===== src/rtl/btn_seq_det_pkg.sv =====
// Shared types and sizing helpers for the button sequence detector.
package btn_seq_det_pkg;

  typedef enum logic [1:0] {
    S_IDLE = 2'd0,
    S_RUN  = 2'd1,
    S_HOLD = 2'd2
  } state_t;

  // Width needed to hold 0..n-1, never less than one bit.
  function automatic int unsigned cnt_width(input int unsigned n);
    if (n > 32'd1) begin
      return $clog2(n);
    end else begin
      return 32'd1;
    end
  endfunction

endpackage


===== src/rtl/btn_edge_enc.sv =====
// Press-edge detector: normalises button polarity, finds rising edges and
// encodes a single press into a key index.
module btn_edge_enc
  import btn_seq_det_pkg::*;
#(
  parameter int unsigned BT_WIDTH = 8,
  parameter logic        BTN_POL  = 1'b1,
  parameter int unsigned KW       = 3
) (
  input  logic                clk,
  input  logic                rst_n,
  input  logic [BT_WIDTH-1:0] btn_in,
  output logic                key_vld,
  output logic [KW-1:0]       key_idx,
  output logic                multi_vld
);

  logic [BT_WIDTH-1:0] lvl_s;
  logic [BT_WIDTH-1:0] edge_s;
  logic [BT_WIDTH-1:0] low_clr_s;
  logic [BT_WIDTH-1:0] btn_prev_r;

  // Polarity normalisation and rising-edge extraction.
  always_comb begin
    if (BTN_POL) begin
      lvl_s = btn_in;
    end else begin
      lvl_s = ~btn_in;
    end
    edge_s    = lvl_s & ~btn_prev_r;
    // Clearing the lowest set bit leaves something only when two or more rose.
    low_clr_s = edge_s & (edge_s - BT_WIDTH'(1));
    multi_vld = |low_clr_s;
    key_vld   = (|edge_s) & ~(|low_clr_s);
  end

  // One-hot to index; only meaningful when key_vld is set.
  always_comb begin
    key_idx = {KW{1'b0}};
    for (int i = 0; i < int'(BT_WIDTH); i++) begin
      key_idx = key_idx | (edge_s[i] ? KW'(unsigned'(i)) : {KW{1'b0}});
    end
  end

  // Level history; a button held through reset is captured so it never reads as a press.
  always_ff @(posedge clk) begin
    if (!rst_n) begin
      btn_prev_r <= lvl_s;
    end else begin
      btn_prev_r <= lvl_s;
    end
  end

endmodule


===== src/rtl/btn_seq_det.sv =====
// Button sequence detector: matches single presses against a key code,
// with inactivity timeout and a timed match indicator.
module btn_seq_det
  import btn_seq_det_pkg::*;
#(
  parameter int unsigned BT_WIDTH = 8,
  parameter logic        BTN_POL  = 1'b1,
  parameter int unsigned SEQ_LEN  = 4,
  parameter logic [31:0] SEQ      = 32'h0000_0099,
  parameter int unsigned TO_CYC   = 150_000_000,
  parameter int unsigned HOLD_CYC = 25_000_000
) (
  input  logic                clk,
  input  logic                rst_n,
  input  logic [BT_WIDTH-1:0] btn_in,
  output logic                det_pulse,
  output logic                det_led,
  output logic                err_pulse,
  output logic [3:0]          progress
);

  localparam int unsigned KW = cnt_width(BT_WIDTH);
  localparam int unsigned TW = cnt_width(TO_CYC);
  localparam int unsigned HW = cnt_width(HOLD_CYC);
  localparam logic [TW-1:0] TO_LAST   = TW'(TO_CYC - 32'd1);
  localparam logic [HW-1:0] HOLD_LAST = HW'(HOLD_CYC - 32'd1);
  localparam logic [3:0]    LAST_P    = 4'(SEQ_LEN - 32'd1);

  logic          key_vld_s;
  logic [KW-1:0] key_idx_s;
  logic          multi_vld_s;
  logic [KW-1:0] exp_key_s;
  logic [KW-1:0] first_key_s;

  state_t        state_r;
  logic [3:0]    progress_r;
  logic [TW-1:0] to_cnt_r;
  logic [HW-1:0] hold_cnt_r;
  logic          det_pulse_r;
  logic          det_led_r;
  logic          err_pulse_r;

  btn_edge_enc #(
    .BT_WIDTH (BT_WIDTH),
    .BTN_POL  (BTN_POL),
    .KW       (KW)
  ) u_edge (
    .clk       (clk),
    .rst_n     (rst_n),
    .btn_in    (btn_in),
    .key_vld   (key_vld_s),
    .key_idx   (key_idx_s),
    .multi_vld (multi_vld_s)
  );

  // Expected key at the current position and the code's first key.
  always_comb begin
    exp_key_s   = SEQ[KW*int'(progress_r) +: KW];
    first_key_s = SEQ[KW-1:0];
  end

  // Sequence FSM with progress, timeout and hold counters.
  always_ff @(posedge clk) begin
    if (!rst_n) begin
      state_r     <= S_IDLE;
      progress_r  <= 4'd0;
      to_cnt_r    <= {TW{1'b0}};
      hold_cnt_r  <= {HW{1'b0}};
      det_pulse_r <= 1'b0;
      det_led_r   <= 1'b0;
      err_pulse_r <= 1'b0;
    end else begin
      det_pulse_r <= 1'b0;
      err_pulse_r <= 1'b0;
      case (state_r)
        S_IDLE, S_RUN: begin
          if (multi_vld_s) begin
            err_pulse_r <= 1'b1;
            progress_r  <= 4'd0;
            to_cnt_r    <= {TW{1'b0}};
            state_r     <= S_IDLE;
          end else if (key_vld_s) begin
            to_cnt_r <= {TW{1'b0}};
            if (key_idx_s == exp_key_s) begin
              if (progress_r == LAST_P) begin
                det_pulse_r <= 1'b1;
                det_led_r   <= 1'b1;
                progress_r  <= 4'd0;
                hold_cnt_r  <= {HW{1'b0}};
                state_r     <= S_HOLD;
              end else begin
                progress_r <= progress_r + 4'd1;
                state_r    <= S_RUN;
              end
            end else begin
              err_pulse_r <= (progress_r != 4'd0);
              // Only the first key is retried; no deeper overlap search.
              if (key_idx_s == first_key_s) begin
                progress_r <= 4'd1;
                state_r    <= S_RUN;
              end else begin
                progress_r <= 4'd0;
                state_r    <= S_IDLE;
              end
            end
          end else if (state_r == S_RUN) begin
            if (to_cnt_r == TO_LAST) begin
              progress_r <= 4'd0;
              to_cnt_r   <= {TW{1'b0}};
              state_r    <= S_IDLE;
            end else begin
              to_cnt_r <= to_cnt_r + TW'(1);
            end
          end else begin
            to_cnt_r <= {TW{1'b0}};
          end
        end
        S_HOLD: begin
          to_cnt_r <= {TW{1'b0}};
          if (hold_cnt_r == HOLD_LAST) begin
            det_led_r  <= 1'b0;
            hold_cnt_r <= {HW{1'b0}};
            state_r    <= S_IDLE;
          end else begin
            hold_cnt_r <= hold_cnt_r + HW'(1);
          end
        end
        default: begin
          state_r    <= S_IDLE;
          progress_r <= 4'd0;
          to_cnt_r   <= {TW{1'b0}};
          hold_cnt_r <= {HW{1'b0}};
          det_led_r  <= 1'b0;
        end
      endcase
    end
  end

  assign det_pulse = det_pulse_r;
  assign det_led   = det_led_r;
  assign err_pulse = err_pulse_r;
  assign progress  = progress_r;

endmodule


===== config.mk =====
export PLATFORM = sky130hd
export DESIGN_NAME = btn_seq_det
export DESIGN_NICKNAME = d
export VERILOG_FILES = /design/src/rtl/btn_seq_det_pkg.sv /design/src/rtl/btn_edge_enc.sv /design/src/rtl/btn_seq_det.sv
export SDC_FILE = /design/constraint.sdc
export NUM_CORES = 1
export LEC_CHECK = 0
export BUFFER_PORTS_ARGS = -buffer_cell sky130_fd_sc_hd__buf_2
export CAP_MARGIN = 0
export CORE_MARGIN = 5
export CORE_UTILIZATION = 55
export DETAILED_ROUTE_END_ITERATION = 12
export GPL_ROUTABILITY_DRIVEN = 0
export HOLD_SLACK_MARGIN = 0.08
export PLACE_DENSITY = 0.71
export SLEW_MARGIN = 5
export SYNTH_ARGS = -nofsm -noshare
export SYNTH_HDL_FRONTEND = slang
export SYNTH_SLANG_ARGS = --single-unit

===== constraint.sdc =====
create_clock -name clk -period 2.39 [get_ports clk]
set_clock_uncertainty 0.2 [all_clocks]
set_input_delay 0.3585 -clock clk [delete_from_list [all_inputs] [get_ports clk]]
set_output_delay 0.3585 -clock clk [all_outputs]
set_load 0.03 [all_outputs]

After elaboration in Yosys (flattened, before gate mapping)
Cells that the tools add are included.

Flip-flop bits (word level): 70. Input port bits: 10. Output and inout port bits: 7. Logic and storage cells: 97.

Add/sub/neg operators: 4. Multiply operators: 1. Eq/ne operators: 14. Shift operators: 1. Muxes and demuxes: 40. Bitwise operators: 17. Reduce and logical (&&, ||, !) cells: 12.

Operators by type and width (count): $mux 25 (5); $pmux 25 s2 (1); $shiftx 32x7->3 const A (1); $add 28x1->28 const B (1); $eq 28x28->1 const B (1); $add 25x1->25 const B (1); $eq 25x25->1 const B (1); $mux 4 (6); $mux 2 (9); $or 3x3->3 (6); $and 8x8->8 (2); $reduce_or 8->1 (2); $reduce_or 13->1 (1); $mux 1 (12); $mux 3 (4); $reduce_or 12->1 (1); $ne 2x2->1 const B (5); $ne 4x4->1 const B (2); $not 8->8 (1); $pmux 4 s2 (1); $sub 8x1->8 const B (1); $not 1->1 (7); $mul 2x4->6 const A (1); $reduce_and 3->1 (2); 15 further kinds (15).

Longest topological paths before layout
Depth after elaboration: 15. Gate-level depth with buffers: 9. Depth with buffers taken out: 8.

By module
From an unflattened synthesis, not the netlist that was laid out.

Cell total of the unflattened synthesis: 431. Area, all modules: 3549.7 sq um.

By module, submodules not included: btn_seq_det (instances 1, cells an instance 394, area an instance 3176.8 sq um); btn_edge_enc (instances 1, cells an instance 37, area an instance 372.9 sq um).

Worst setup path after synthesis
No wires, ideal clock.

Path kind: register to register. Start: register progress_r[1] (netlist: progress[1]). End: register progress_r[2] (netlist: progress[2]). Setup time: 0.062 ns. Data arrival time: 2.606 ns. Path slack: -0.478 ns. Cell stages (with the launch flop): 9. Path buffers: 0. Period minus slack after synthesis: 2.868 ns. Cell sequence: dfxtp_1 > inv_1 > ha_1 > nand3_1 > mux2_2 > a211oi_4 > nor2_2 > or4b_2 > nand3_1.

Longest elaborated chain between the ends: 7. Elaborated cells between the ends (all ways): 10. Those cells by class: 1 x add/sub; 1 x mul; 2 x eq/ne; 1 x shift; 5 x mux.

RTL lines: from (decl) (RTL line btn_seq_det.sv:36) `logic [3:0] progress_r;`; from (signal assigned) (RTL line btn_seq_det.sv:92) `progress_r <= progress_r + 4'd1;`; $mul 2x4->6 (RTL line btn_seq_det.sv:58) `exp_key_s = SEQ[KW*int'(progress_r) +: KW];`; $shiftx 32x7->3 (RTL line btn_seq_det.sv:58); $eq 3x3->1 (RTL line btn_seq_det.sv:84) `if (key_idx_s == exp_key_s) begin`; $mux 4 (*) (RTL line btn_seq_det.sv:84); $mux 4 (*) (RTL line btn_seq_det.sv:82) `end else if (key_vld_s) begin`; $mux 4 (*) (RTL line btn_seq_det.sv:77) `if (multi_vld_s) begin`; $pmux 4 s2 (*) (RTL line btn_seq_det.sv:75) `case (state_r)`.

Mark *: on every way between the ends. The rest lies on a longest branch, timed or not. A chain may end at the register's enable or synchronous reset.

Worst setup path in the final report
Start: register hold_cnt_r[7]. End: register hold_cnt_r[13].

Longest elaborated chain between the ends: 3. Elaborated cells between the ends (all ways): 4. Those cells by class: 1 x add/sub; 1 x eq/ne; 2 x mux.

RTL lines: from (decl) (RTL line btn_seq_det.sv:38) `logic [HW-1:0] hold_cnt_r;`; from (signal assigned) (RTL line btn_seq_det.sv:68) `hold_cnt_r <= {HW{1'b0}};`; from (signal assigned) (RTL line btn_seq_det.sv:89) `hold_cnt_r <= {HW{1'b0}};`; from (signal assigned) (RTL line btn_seq_det.sv:122) `hold_cnt_r <= {HW{1'b0}};`; $add 25x1->25 or $eq 25x25->1 (tied branches) (RTL line btn_seq_det.sv:125, btn_seq_det.sv:120); $mux 25 (*) (RTL line btn_seq_det.sv:120) `if (hold_cnt_r == HOLD_LAST) begin`; $pmux 25 s2 (*) (RTL line btn_seq_det.sv:75).

Marks and branches as above.

==> qor_table.md <==
| Step | Quantity | This run |
|:---|:---|:---|
| power | Share of power burned in combinational logic | 12.0% |
| global routing | Met1 demand-to-capacity share in global routing | 29.10% |
| sta | Final setup fails | 21 |
| critical path | CP required | 2.43 ns |
| logic synthesis | Synth top cells by count | sky130_fd_sc_hd__dfxtp_1, sky130_fd_sc_hd__nor2_1, sky130_fd_sc_hd__nand2_1 |
| placed design | IO Port Bufs | 16 |
| critical path | Number of buffer and inverter instances along the worst setup path | 0 |
| logic synthesis | Yosys Warn Count | 0 |
| clocking | CTS tree | done |
| critical path | Signal arrival time at the worst endpoint | 2.57 ns |
| status | Run status | complete, but fails checks |
| critical path | Cells traversed along the worst timing path | or4_4, nor4_2, nand4_1, o31a_1, a2111o_1, nand2_4, nor2b_1 |
| logic synthesis | Synthesized net count | 504 |
| power | Internal Dissipation | 1902 µW |
| critical path | Type of origin of the critical path | flop |
| cells and area | Final standard cell utilization of the core | 72.34% |
| die | Die width | 94.94 µm |
| logic synthesis | Cell types with the largest area share after synthesis | sky130_fd_sc_hd__dfxtp_1, sky130_fd_sc_hd__nor2_1, sky130_fd_sc_hd__nand2_1, sky130_fd_sc_hd__nand3_1, sky130_fd_sc_hd__xnor2_1 |
| die | DIE AREA | 9013 µm² |
| power | VDD IR-drop max | 435.9 µV |
| global routing | Pin count of the biggest net entering global routing | 28 |
| route | Drc violations | 0 |
| sta | Minimum clock period | 2.526 ns |
| global routing | Via count of the first global-routing pass | 3,823 |
| cells and area | Area Growth Syn to Fin | 30.12% |
| die | Floorplan Core Area | 7137 µm² |
| die | FP Rows | 31 |
| global routing | First-pass GRT wire length | 17.26 mm |
| logic synthesis | Proportion of netlist area held by the largest area contributor | 35.32% |
| critical path | Critical Path Slowest Stage Cell | sky130_fd_sc_hd__or4_4 |
| cells and area | Area used by sequential logic in the layout | 1416 µm² |
| sta | Worst slew margin | 72.19% |
| sta | Final critical-path share of the clock period | 105.7% |
| die | Initial core utilization | 55.59% |
| cells and area | Number of nets in the finished design | 599 |
| sta | Top achievable clock speed | 0.3959 GHz |
| logic synthesis | Synth cell types | 69 |
| status | Violated checks | setup timing |
| logic synthesis | Sequential area share after synthesis | 35.32% |
| cells and area | Fill cell total of the finished layout | 581 |
| placed design | DP Wirelength | 7.373 mm |
| clocking | Clock sinks | 70 |
| min path | Path type of the worst min-delay path | in -> reg |
| logic synthesis | Main synth FF type | sky130_fd_sc_hd__dfxtp_1 |
| clocking | Number of buffers inserted during clock tree synthesis | 9 |
| route | Antenna Violating Nets Remaining | 0 |
| logic synthesis | Top-count cell post-synth | sky130_fd_sc_hd__dfxtp_1 |
| sta | Final Max Tran Viols | 0 |
| logic synthesis | Asr flop ratio synth | 0% |
| logic synthesis | Number of standard cells after synthesis | 490 |
| global routing | Antenna violations before repair | 0 |
| logic synthesis | Synthesized area | 3968 µm² |
| sta | Setup repair after global routing missed its margin | yes |
| die | I/O pin count | 17 |
| power | NetSw | 671.5 µW |
| clocking | Clock tree root buffer cell | sky130_fd_sc_hd__clkbuf_8 |
| cells and area | Area of the multi-input gates | 2540 µm² |
| route | Routed via count | 4,030 |
| global routing | GR Util met3 | 4.940% |
| route | WL per Instance | 15.27 µm |
| job | Max-cap violation count | 0 |
| clocking | Maximum level of the CTS H-tree | 3 |
| global routing | GRT Resource Usage Total | 24.22% |
| route | Number of search-and-repair iterations in the first detailed-routing pass | 6 |
| sta | Number of hold violations in the final report | 0 |
| power | PD cells | 498.6 nW/µm² |
| critical path | Critical-path maximum fanout | 6 |
| die | Die span in y | 94.94 µm |
| clocking | Clock buffer depth | 2 |
| critical path | Slowest Stage Delay on Critical Path | 0.53 ns |
| sta | Worst setup slack after layout | -0.1361 ns |
| clocking | Source-to-sink clock delay at the later pin of the worst-skew pair | 0.35 ns |
| logic synthesis | EDFF count, synth | 0 |
| critical path | Critical path class | reg -> reg |
| sta | Tightest Pin Transition | 0.4067 ns |
| logic synthesis | Synth Register Bits | 70 |
| critical path | Endpoint type of the worst setup path | flop |
| power | Part of the power in registers | 47.0% |
| logic synthesis | Cell taking the most area after synthesis | sky130_fd_sc_hd__dfxtp_1 |
| route | Iteration-0 DRC count of the detailed router | 188 |
| power | Leak pwr | 0.002045 µW |
| logic synthesis | Synthesized area divided by synthesized cell count | 8.097 µm² |
| cells and area | Fraction of final layout cells with drive strength greater than 1 | 27.46% |
| clocking | Clock-pin slew on the worst setup and hold paths | 0.08 ns |
| power | Clk network pwr share | 41.0% |
| cells and area | Antenna cell count | 0 |
| global routing | GRT busiest layer | met2 |
| global routing | Overall overflow remaining after global route | 0 |
| route | Vias per cell | 5.849 |
| route | Total routed wirelength | 10.52 mm |
| global routing | GR Layer Usage met2 | 41.63% |
| critical path | CP top delay family | simple AND/OR/NAND/NOR gates |
| sta | Worst hold-check slack | 0.1494 ns |
| power | Net Sw Frac | 26.09% |
## per-layer routing
layer,wire length (µm),up-vias,part of all wire [%]
li1,-,1981,-
met1,4744,1922,45
met2,5104,105,49
met3,453,22,4.3
met4,220,0,2.1
met5,0,-,0
## power by group through the flow
| stage | logic (µW) | registers, µW | clock network (µW) |
|---|---|---|---|
| after floorplan | 158 | 1240 | 0 |
| after global placement | 259 | 1230 | 0 |
| after detailed placement | 266 | 1230 | 0 |
| after CTS | 293 | 1210 | 1070 |
| after global routing | 333 | 1210 | 1130 |
| final | 309 | 1210 | 1060 |
## cell type report
class | instances | area share [%]
clock buffer | 10 | 2.884
clock inverter | 6 | 1.430
inverter | 16 | 1.212
multi-input combinational | 384 | 49.20
sequential | 70 | 27.44
tap | 99 | 2.399
timing repair buffer | 104 | 15.44
## registers in the layout, summed over array words and instances (netlist names)
name and count:
to_cnt_r 28, det_pulse 1, progress 4, err_pulse 1
det_led 1, state_r 2, u_edge.btn_prev_r 8, hold_cnt_r 25
## final timing paths
check	slack, ns	endpoint	depth (start not counted)	start
worst max-delay path	-0.14	hold_cnt_r[13]	7	hold_cnt_r[7]
worst min-delay path	0.15	hold_cnt_r[0]	3	rst_n
worst max register to register	-0.14	hold_cnt_r[13]	7	hold_cnt_r[7]
worst min register to register	0.26	to_cnt_r[0]	1	to_cnt_r[0]
## what timing repair did
action,CTS,global route
pin swaps,3,13
gates cloned,1,0
endpoints found under the hold margin,8,0
setup endpoints to repair,25,32
resized for setup,16,17
hold buffers,8,0
buffers inserted,3,3
## tightest hold or removal path, cell delays in order
cell and delay [ns]:
sky130_fd_sc_hd__buf_2 0.16, sky130_fd_sc_hd__nand2_1 0.08, sky130_fd_sc_hd__o22ai_1 0.05
## layout by cell type, fill, tap and decap left out, drive strengths merged, types with 3 or more instances in the layout
cell type | netlist | layout
or4 | 7 | 7
nor4b | 3 | 3
a221o | 4 | 4
xnor2 | 15 | 15
a221oi | 5 | 5
nand3 | 31 | 31
ha | 4 | 4
buf | 5 | 96
nand2b | 7 | 7
o31a | 4 | 4
mux2i | 5 | 5
a21oi | 13 | 13
dlygate4sd3 | 0 | 8
and4 | 3 | 3
and3 | 16 | 16
nand2 | 43 | 44
clkbuf | 16 | 10
inv | 16 | 19
a211oi | 5 | 5
o211ai | 3 | 3
xor2 | 13 | 13
a31oi | 4 | 4
nor2 | 60 | 60
or3 | 7 | 7
nor4 | 8 | 8
nand4 | 18 | 18
nor2b | 16 | 16
nor3b | 6 | 6
o211a | 3 | 3
dfxtp | 70 | 70
nor3 | 25 | 25
or2 | 5 | 5
a211o | 3 | 3
o21ai | 13 | 13
## per-stage QoR
step | setup TNS (ns) | std cells | instance area [µm²] | setup WS [ns] | power [µW]
detailed placement | -5.818 | 658 | 4696 | -0.2798 | 1501
finish | -2.001 | 689 | 5162 | -0.1361 | 2574
CTS | -1.246 | 686 | 5089 | -0.1037 | 2573
global placement | -4.718 | 658 | 4696 | -0.2288 | 1492
global route | -4.115 | 689 | 5162 | -0.2193 | 2679
floorplan | -0.4898 | 490 | 4019 | -0.05876 | 1397
## logic make-up (layout without fill, tap and decap cells)
group,Yosys count,count (layout),share of synthesized area [%]
AOI/OAI and AO/OA,81,81,15.80
xor gates and xnor gates,28,28,6.181
adders and majority gates,6,6,1.798
buffers and inverters,37,136,3.879
DFF,70,70,35.32
muxes,7,7,1.829
and+or+nand+nor,261,262,35.19
Power figures use the tool's default switching activity.
